===== src/rtl/dmem_access_arbiter_pkg.sv =====
// Shared definitions for the data-memory arbiter: FSM encoding, RV32I
// load/store funct3 codes and default bus widths.
package dmem_access_arbiter_pkg;

    localparam int unsigned AW_DEF = 10;
    localparam int unsigned DW_DEF = 32;
    localparam int unsigned CNT_W  = 4;

    typedef enum logic {
        S_CPU = 1'b0,
        S_DBG = 1'b1
    } arb_state_e;

    localparam logic [2:0] F3_LB  = 3'b000;
    localparam logic [2:0] F3_LH  = 3'b001;
    localparam logic [2:0] F3_LW  = 3'b010;
    localparam logic [2:0] F3_LBU = 3'b100;
    localparam logic [2:0] F3_LHU = 3'b101;
    localparam logic [2:0] F3_SB  = 3'b000;
    localparam logic [2:0] F3_SH  = 3'b001;
    localparam logic [2:0] F3_SW  = 3'b010;

endpackage


===== src/rtl/dmem_access_arbiter_arb_wait_counter.sv =====
// Saturating wait counter for a starved DBG request; clear has priority over
// increment, and tc_o flags the last busy cycle before a forced grant.
module arb_wait_counter
    import dmem_access_arbiter_pkg::*;
#(
    parameter int unsigned MAX_WAIT = 4
) (
    input  logic clk,
    input  logic rst_n,
    input  logic clr_i,
    input  logic inc_i,
    output logic tc_o
);

    logic [CNT_W-1:0] cnt_q, cnt_d;

    always_comb begin
        cnt_d = cnt_q;
        if (clr_i) begin
            cnt_d = '0;
        end else if (inc_i && (cnt_q != '1)) begin
            cnt_d = cnt_q + 1'b1;
        end
    end

    always_ff @(posedge clk or negedge rst_n) begin
        if (!rst_n) begin
            cnt_q <= '0;
        end else begin
            cnt_q <= cnt_d;
        end
    end

    assign tc_o = (cnt_q == CNT_W'(MAX_WAIT - 1));

endmodule


===== src/rtl/dmem_access_arbiter.sv =====
// Shares dmem between the MEM-stage load/store port and a debug/loader port;
// DBG uses idle slots, or forces a one-cycle pipeline stall after MAX_WAIT busy cycles.
module dmem_access_arbiter
    import dmem_access_arbiter_pkg::*;
#(
    parameter int unsigned AW       = AW_DEF,
    parameter int unsigned DW       = DW_DEF,
    parameter int unsigned MAX_WAIT = 4
) (
    input  logic          clk,
    input  logic          reset,
    input  logic          MemReadM,
    input  logic          MemWriteM,
    input  logic [2:0]    funct3M,
    input  logic [AW-1:0] AddrM,
    input  logic [DW-1:0] WriteDataM,
    output logic [DW-1:0] ReadDataM,
    input  logic          dbg_valid,
    input  logic          dbg_we,
    input  logic [2:0]    dbg_funct3,
    input  logic [AW-1:0] dbg_addr,
    input  logic [DW-1:0] dbg_wdata,
    output logic          dbg_ready,
    output logic          dbg_rvalid,
    output logic [DW-1:0] dbg_rdata,
    output logic          StallMem,
    output logic          mem_re,
    output logic          mem_we,
    output logic [2:0]    mem_funct3,
    output logic [AW-1:0] mem_addr,
    output logic [DW-1:0] mem_wdata,
    input  logic [DW-1:0] mem_rdata
);

    arb_state_e    state_q, state_d;
    logic          cpu_act;
    logic          dbg_grant;
    logic          dbg_sel;
    logic          wait_inc;
    logic          wait_clr;
    logic          wait_tc;
    logic          rvalid_q, rvalid_d;
    logic [DW-1:0] rdata_q, rdata_d;

    assign cpu_act = MemReadM | MemWriteM;

    // Count only while DBG is blocked by the CPU in S_CPU; any other cycle,
    // or the forced-grant transition itself, restarts the count.
    assign wait_inc = (state_q == S_CPU) && dbg_valid && cpu_act;
    assign wait_clr = !wait_inc || wait_tc;

    arb_wait_counter #(
        .MAX_WAIT (MAX_WAIT)
    ) u_wait_cnt (
        .clk   (clk),
        .rst_n (reset),
        .clr_i (wait_clr),
        .inc_i (wait_inc),
        .tc_o  (wait_tc)
    );

    always_ff @(posedge clk or negedge reset) begin
        if (!reset) begin
            state_q <= S_CPU;
        end else begin
            state_q <= state_d;
        end
    end

    always_comb begin
        state_d = S_CPU;
        unique case (state_q)
            S_CPU: begin
                if (wait_inc && wait_tc) begin
                    state_d = S_DBG;
                end
            end
            S_DBG:   state_d = S_CPU;
            default: state_d = S_CPU;
        endcase
    end

    always_comb begin
        dbg_grant = 1'b0;
        dbg_sel   = 1'b0;
        unique case (state_q)
            S_CPU: begin
                dbg_grant = dbg_valid && !cpu_act;
                dbg_sel   = dbg_grant;
            end
            S_DBG: begin
                // CPU enables stay masked here even if DBG dropped its request.
                dbg_grant = dbg_valid;
                dbg_sel   = 1'b1;
            end
            default: ;
        endcase

        StallMem  = (state_q == S_DBG);
        dbg_ready = dbg_grant;

        if (dbg_sel) begin
            mem_re     = dbg_grant && !dbg_we;
            mem_we     = dbg_grant && dbg_we;
            mem_funct3 = dbg_funct3;
            mem_addr   = dbg_addr;
            mem_wdata  = dbg_wdata;
        end else begin
            mem_re     = MemReadM;
            mem_we     = MemWriteM;
            mem_funct3 = funct3M;
            mem_addr   = AddrM;
            mem_wdata  = WriteDataM;
        end
    end

    assign ReadDataM = mem_rdata;

    always_comb begin
        rvalid_d = dbg_grant && !dbg_we;
        rdata_d  = rvalid_d ? mem_rdata : rdata_q;
    end

    always_ff @(posedge clk or negedge reset) begin
        if (!reset) begin
            rvalid_q <= 1'b0;
            rdata_q  <= '0;
        end else begin
            rvalid_q <= rvalid_d;
            rdata_q  <= rdata_d;
        end
    end

    assign dbg_rvalid = rvalid_q;
    assign dbg_rdata  = rdata_q;

endmodule


===== config.mk =====
export PLATFORM = sky130hd
export DESIGN_NAME = dmem_access_arbiter
export DESIGN_NICKNAME = d
export VERILOG_FILES = /design/src/rtl/dmem_access_arbiter_pkg.sv /design/src/rtl/dmem_access_arbiter_arb_wait_counter.sv /design/src/rtl/dmem_access_arbiter.sv
export SDC_FILE = /design/constraint.sdc
export NUM_CORES = 1
export LEC_CHECK = 0
export ABC_AREA = 1
export BUFFER_PORTS_ARGS = -buffer_cell sky130_fd_sc_hd__buf_2
export CAP_MARGIN = 10
export CORE_AREA = 2 2 94 96
export CTS_BUF_LIST = sky130_fd_sc_hd__clkbuf_16
export DETAILED_ROUTE_END_ITERATION = 16
export DIE_AREA = 0 0 96 98
export HOLD_SLACK_MARGIN = 0.03
export PLACE_DENSITY = 0.77
export SLEW_MARGIN = 20
export SYNTH_ARGS = -nofsm -noshare
export SYNTH_HDL_FRONTEND = slang
export SYNTH_SLANG_ARGS = --single-unit
export TNS_END_PERCENT = 50

===== constraint.sdc =====
create_clock -name clk -period 1.3 [get_ports clk]
set_clock_uncertainty 0.05 [all_clocks]
set_input_delay 0.13 -clock clk [delete_from_list [all_inputs] [get_ports clk]]
set_output_delay 0.13 -clock clk [all_outputs]
set_load 0.05 [all_outputs]

==> run_results.csv <==
group,metric,value,unit
final_layout,n_fill_cell,757,
pwr,irDropWorstVdd,0.001102,V
sta,setup_slack,-0.2815,ns
route,ant_nets,0,
yosys,synthSimpleGateAreaFrac,44.61,%
floorplanning,die_y,98,um
yosys,ys_types,22,
final_layout,n_antenna_cell,0,
final_layout,layout_common_cells,"193 x buf_2, 74 x nand2_1, 52 x nand2_2, 40 x nand2_4, 40 x buf_6",
yosys,synthXorXnorAreaFrac,0,%
floorplanning,io_pins,242,
route,wl_per_cell,15.61,um
grt,gr-usage-all-layers,20.63,%
route,drc_errors,0,
yosys,yosys.area.top_type_share,37.22,%
critical_path,crit_path_start_kind,"register",
grt,grt_pass1_vias,3300,
route,drtIter0Drc,99,
final_layout,nNetsFinal,706,
sta,grt_setup_unrepaired,"true",
sta,max_slew_margin,71.78,%
clock_network,clkTransAtPathRegs,0.06,ns
sta,hold_viol,0,
sta,finalMaxSlewViolations,0,
sta,fin_crit_sh,121.7,%
critical_path,path_cells,"inv_8 -> nand2_4 -> buf_12 -> nand2_2 -> nand2_4 -> buf_6",
clock_network,clock-sinks,38,
floorplanning,initial_core_util,30.18,%
pwr,switching_share,47.30,%
yosys,synth_fp_nets,497,
yosys,synth_compound_area_share,1.224,%
route,postRouteWirelength,10.71,mm
critical_path,cp_data_arrival_time,1.40,ns
critical_path,critical_path_required,1.12,ns
yosys,yosys-top-cells-area,"dfrtp_1 37%, nand2_1 24%, nand3_1 9.8%",
pwr,internal-power,2.923,mW
clock_network,clockRootBuffer,"clkbuf_16",
route,viasPerCell,4.875,
pwr,comb_power_share,52.0,%
critical_path,worst-path-max-fanout,23,
critical_path,cpPeakStageDelay,0.44,ns
yosys,avgSynthCellArea,6.943,um^2
pwr,p_sw,2.624,mW
grt,overflow,0,
critical_path,crit_slowest_cell,"dfrtp_2",
pwr,power.total,5.547,mW
sta,period_needed,1.582,ns
sta,fmax,632.3,MHz
yosys,ys_warn_count,0,
floorplanning,rows,34,
clock_network,cts_tree,"yes",
sta,tightest_slew,0.4233,ns
yosys,muxShareOfSynthArea,0,%
pwr,pwr-share-seq,27.1,%
grt,antenna_found_initial,0,
final_layout,final_common_cell,"buf_2",
sta,whs,0.06460,ns
final_layout,regArea,953.4,um^2
pwr,p_clk_share,20.9,%
min_path,hp-class,"in -> reg",
flow_run,maxCapViolations,0,
grt,grt_max_degree,46,
critical_path,path_class,"reg -> out",
critical_path,end_kind,"primary output",
route,drt_pass1_iterations,4,
yosys,syn_inst,368,
final_layout,utilization,56.61,%
floorplanning,die_area,9408,um^2
final_layout,layout-drive-gt1-share,66.09,%
floorplanning,die_w,96,um
status,outcome,"complete, but fails checks",
clock_network,cts-buffers-inserted,5,
placement,place_congestion,0.8972,
floorplanning,core_area,8466,um^2
status,violations,"setup timing",
yosys,syn_area,2555,um^2
placement,dpl.hpwl,7.548,mm
sta,finalSetupViolCount,48,
clock_network,htree_num_levels,2,
placement,placed_cell_area,4109,um^2
pwr,power.density,1158,nW/um^2
pwr,p_leak,2.667,nW
yosys,synthAdderAreaFrac,0.4897,%
final_layout,multi_input_area,1704,um^2
clock_network,worstSkewPairLatency,0.27,ns
yosys,ys_ff_latch,38,
critical_path,path_common_cell,"nand2_4",
clock_network,clockBufferDepth,2,
placement,port_buffers,241,
yosys,synth_top_family_by_area,"simple AND/OR/NAND/NOR gates",
yosys,synth_top_area_cell,"dfrtp_1",
grt,grt_first_pass_wirelength,15.46,mm
yosys,seq_area_frac_synth,37.22,%
route,vias,3344,
final_layout,area_growth,87.56,%
final_layout,fin_area,4792,um^2
## power groups by stage
stage,clock network [mW],registers [mW],logic (mW)
3_5_place_dp,0,1.51,2.65
3_3_place_gp,0,1.51,2.62
6_report,1.16,1.51,2.88
4_1_cts,1.20,1.50,2.84
2_1_floorplan,0,2.22,1.23
5_1_grt,1.24,1.54,3.02
## cell families (layout without fill, tap and decap cells)
logic type	count (synthesis)	in the layout
and+or+nand+nor	258	258
buffers and inverters	67	277
DFF	38	38
AOI/OAI and AO/OA	4	4
adders and majority gates	1	1
## path summary, 6_finish.rpt
path	from	end	slack [ns]	cells past startpoint
max in group asynchronous	reset	dbg_rdata[7]$_DFFE_PN0P_	0.38	3
setup / recovery	StallMem$_DFF_PN0_	mem_wdata[20]	-0.28	6
setup reg to reg	StallMem$_DFF_PN0_	dbg_rdata[4]$_DFFE_PN0P_	0	6
hold reg to reg	dbg_rdata[5]$_DFFE_PN0P_	dbg_rdata[5]$_DFFE_PN0P_	0.41	2
min in group asynchronous	reset	dbg_rdata[22]$_DFFE_PN0P_	0.28	2
hold / removal	mem_rdata[0]	dbg_rdata[0]$_DFFE_PN0P_	0.06	3
## stage by stage
step,setup slack (ns),TNS (ns),cells
finish,-0.2815,-11.91,686
global route,-0.3739,-15.30,686
CTS,-0.2710,-11.92,684
detailed placement,-0.09547,-2.645,675
global placement,-0.08070,-1.856,675
floorplan,-0.07212,-2.728,368
## cell type report
type                       count  area share [%]
inverter                       9          0.8616
clock buffer                   5           2.611
tap                          108           2.820
sequential                    38           19.90
multi-input combinational    263           35.56
clock inverter                 3          0.3394
timing repair buffer         260           37.91
## timing repair
action / CTS / global route
endpoints found under the setup margin: 56 / 70
hold buffers: 1 / 0
hold endpoints to repair: 18 / 0
gates cloned: 0 / 2
resized for setup: 130 / 27
buffers inserted: 0 / 0
## sequential cells by signal (all words and copies together), names as in the netlist
signal,cells
dbg_rdata,32
u_wait_cnt.cnt_q,4
StallMem,1
dbg_rvalid,1
## routing by layer
metal / vias up / part of all wire (%) / GRT usage [%]
met2: 192 / 50 / 37.71
met5: - / 0 / 0
met3: 27 / 9.8 / 4.321
met1: 1537 / 37 / 22.78
met4: 0 / 3.1 / 7.912
li1: 1588 / - / -
## worst max-delay path: cells and delay by family, from the launching register on
kind          cells  cell delay (ns)
buf+inv           3             0.44
simple gates      3             0.24
flops             1             0.44
## Yosys cell counts
master,count
buf_2,15
nor2_1,3
nand2_1,165
dfrtp_1,38
buf_4,32
o21ai_4,1
o21ai_1,1
inv_1,7
ha_1,1
clkinv_1,1
nand3_2,1
inv_2,1
buf_6,4
clkbuf_1,4
nand4_1,35
buf_1,3
o21ai_0,1
a21oi_1,1
nand3_1,50
nand2_4,1
nor2_2,2
nand2_2,1
No activity file was read; power rests on OpenSTA's default activity.
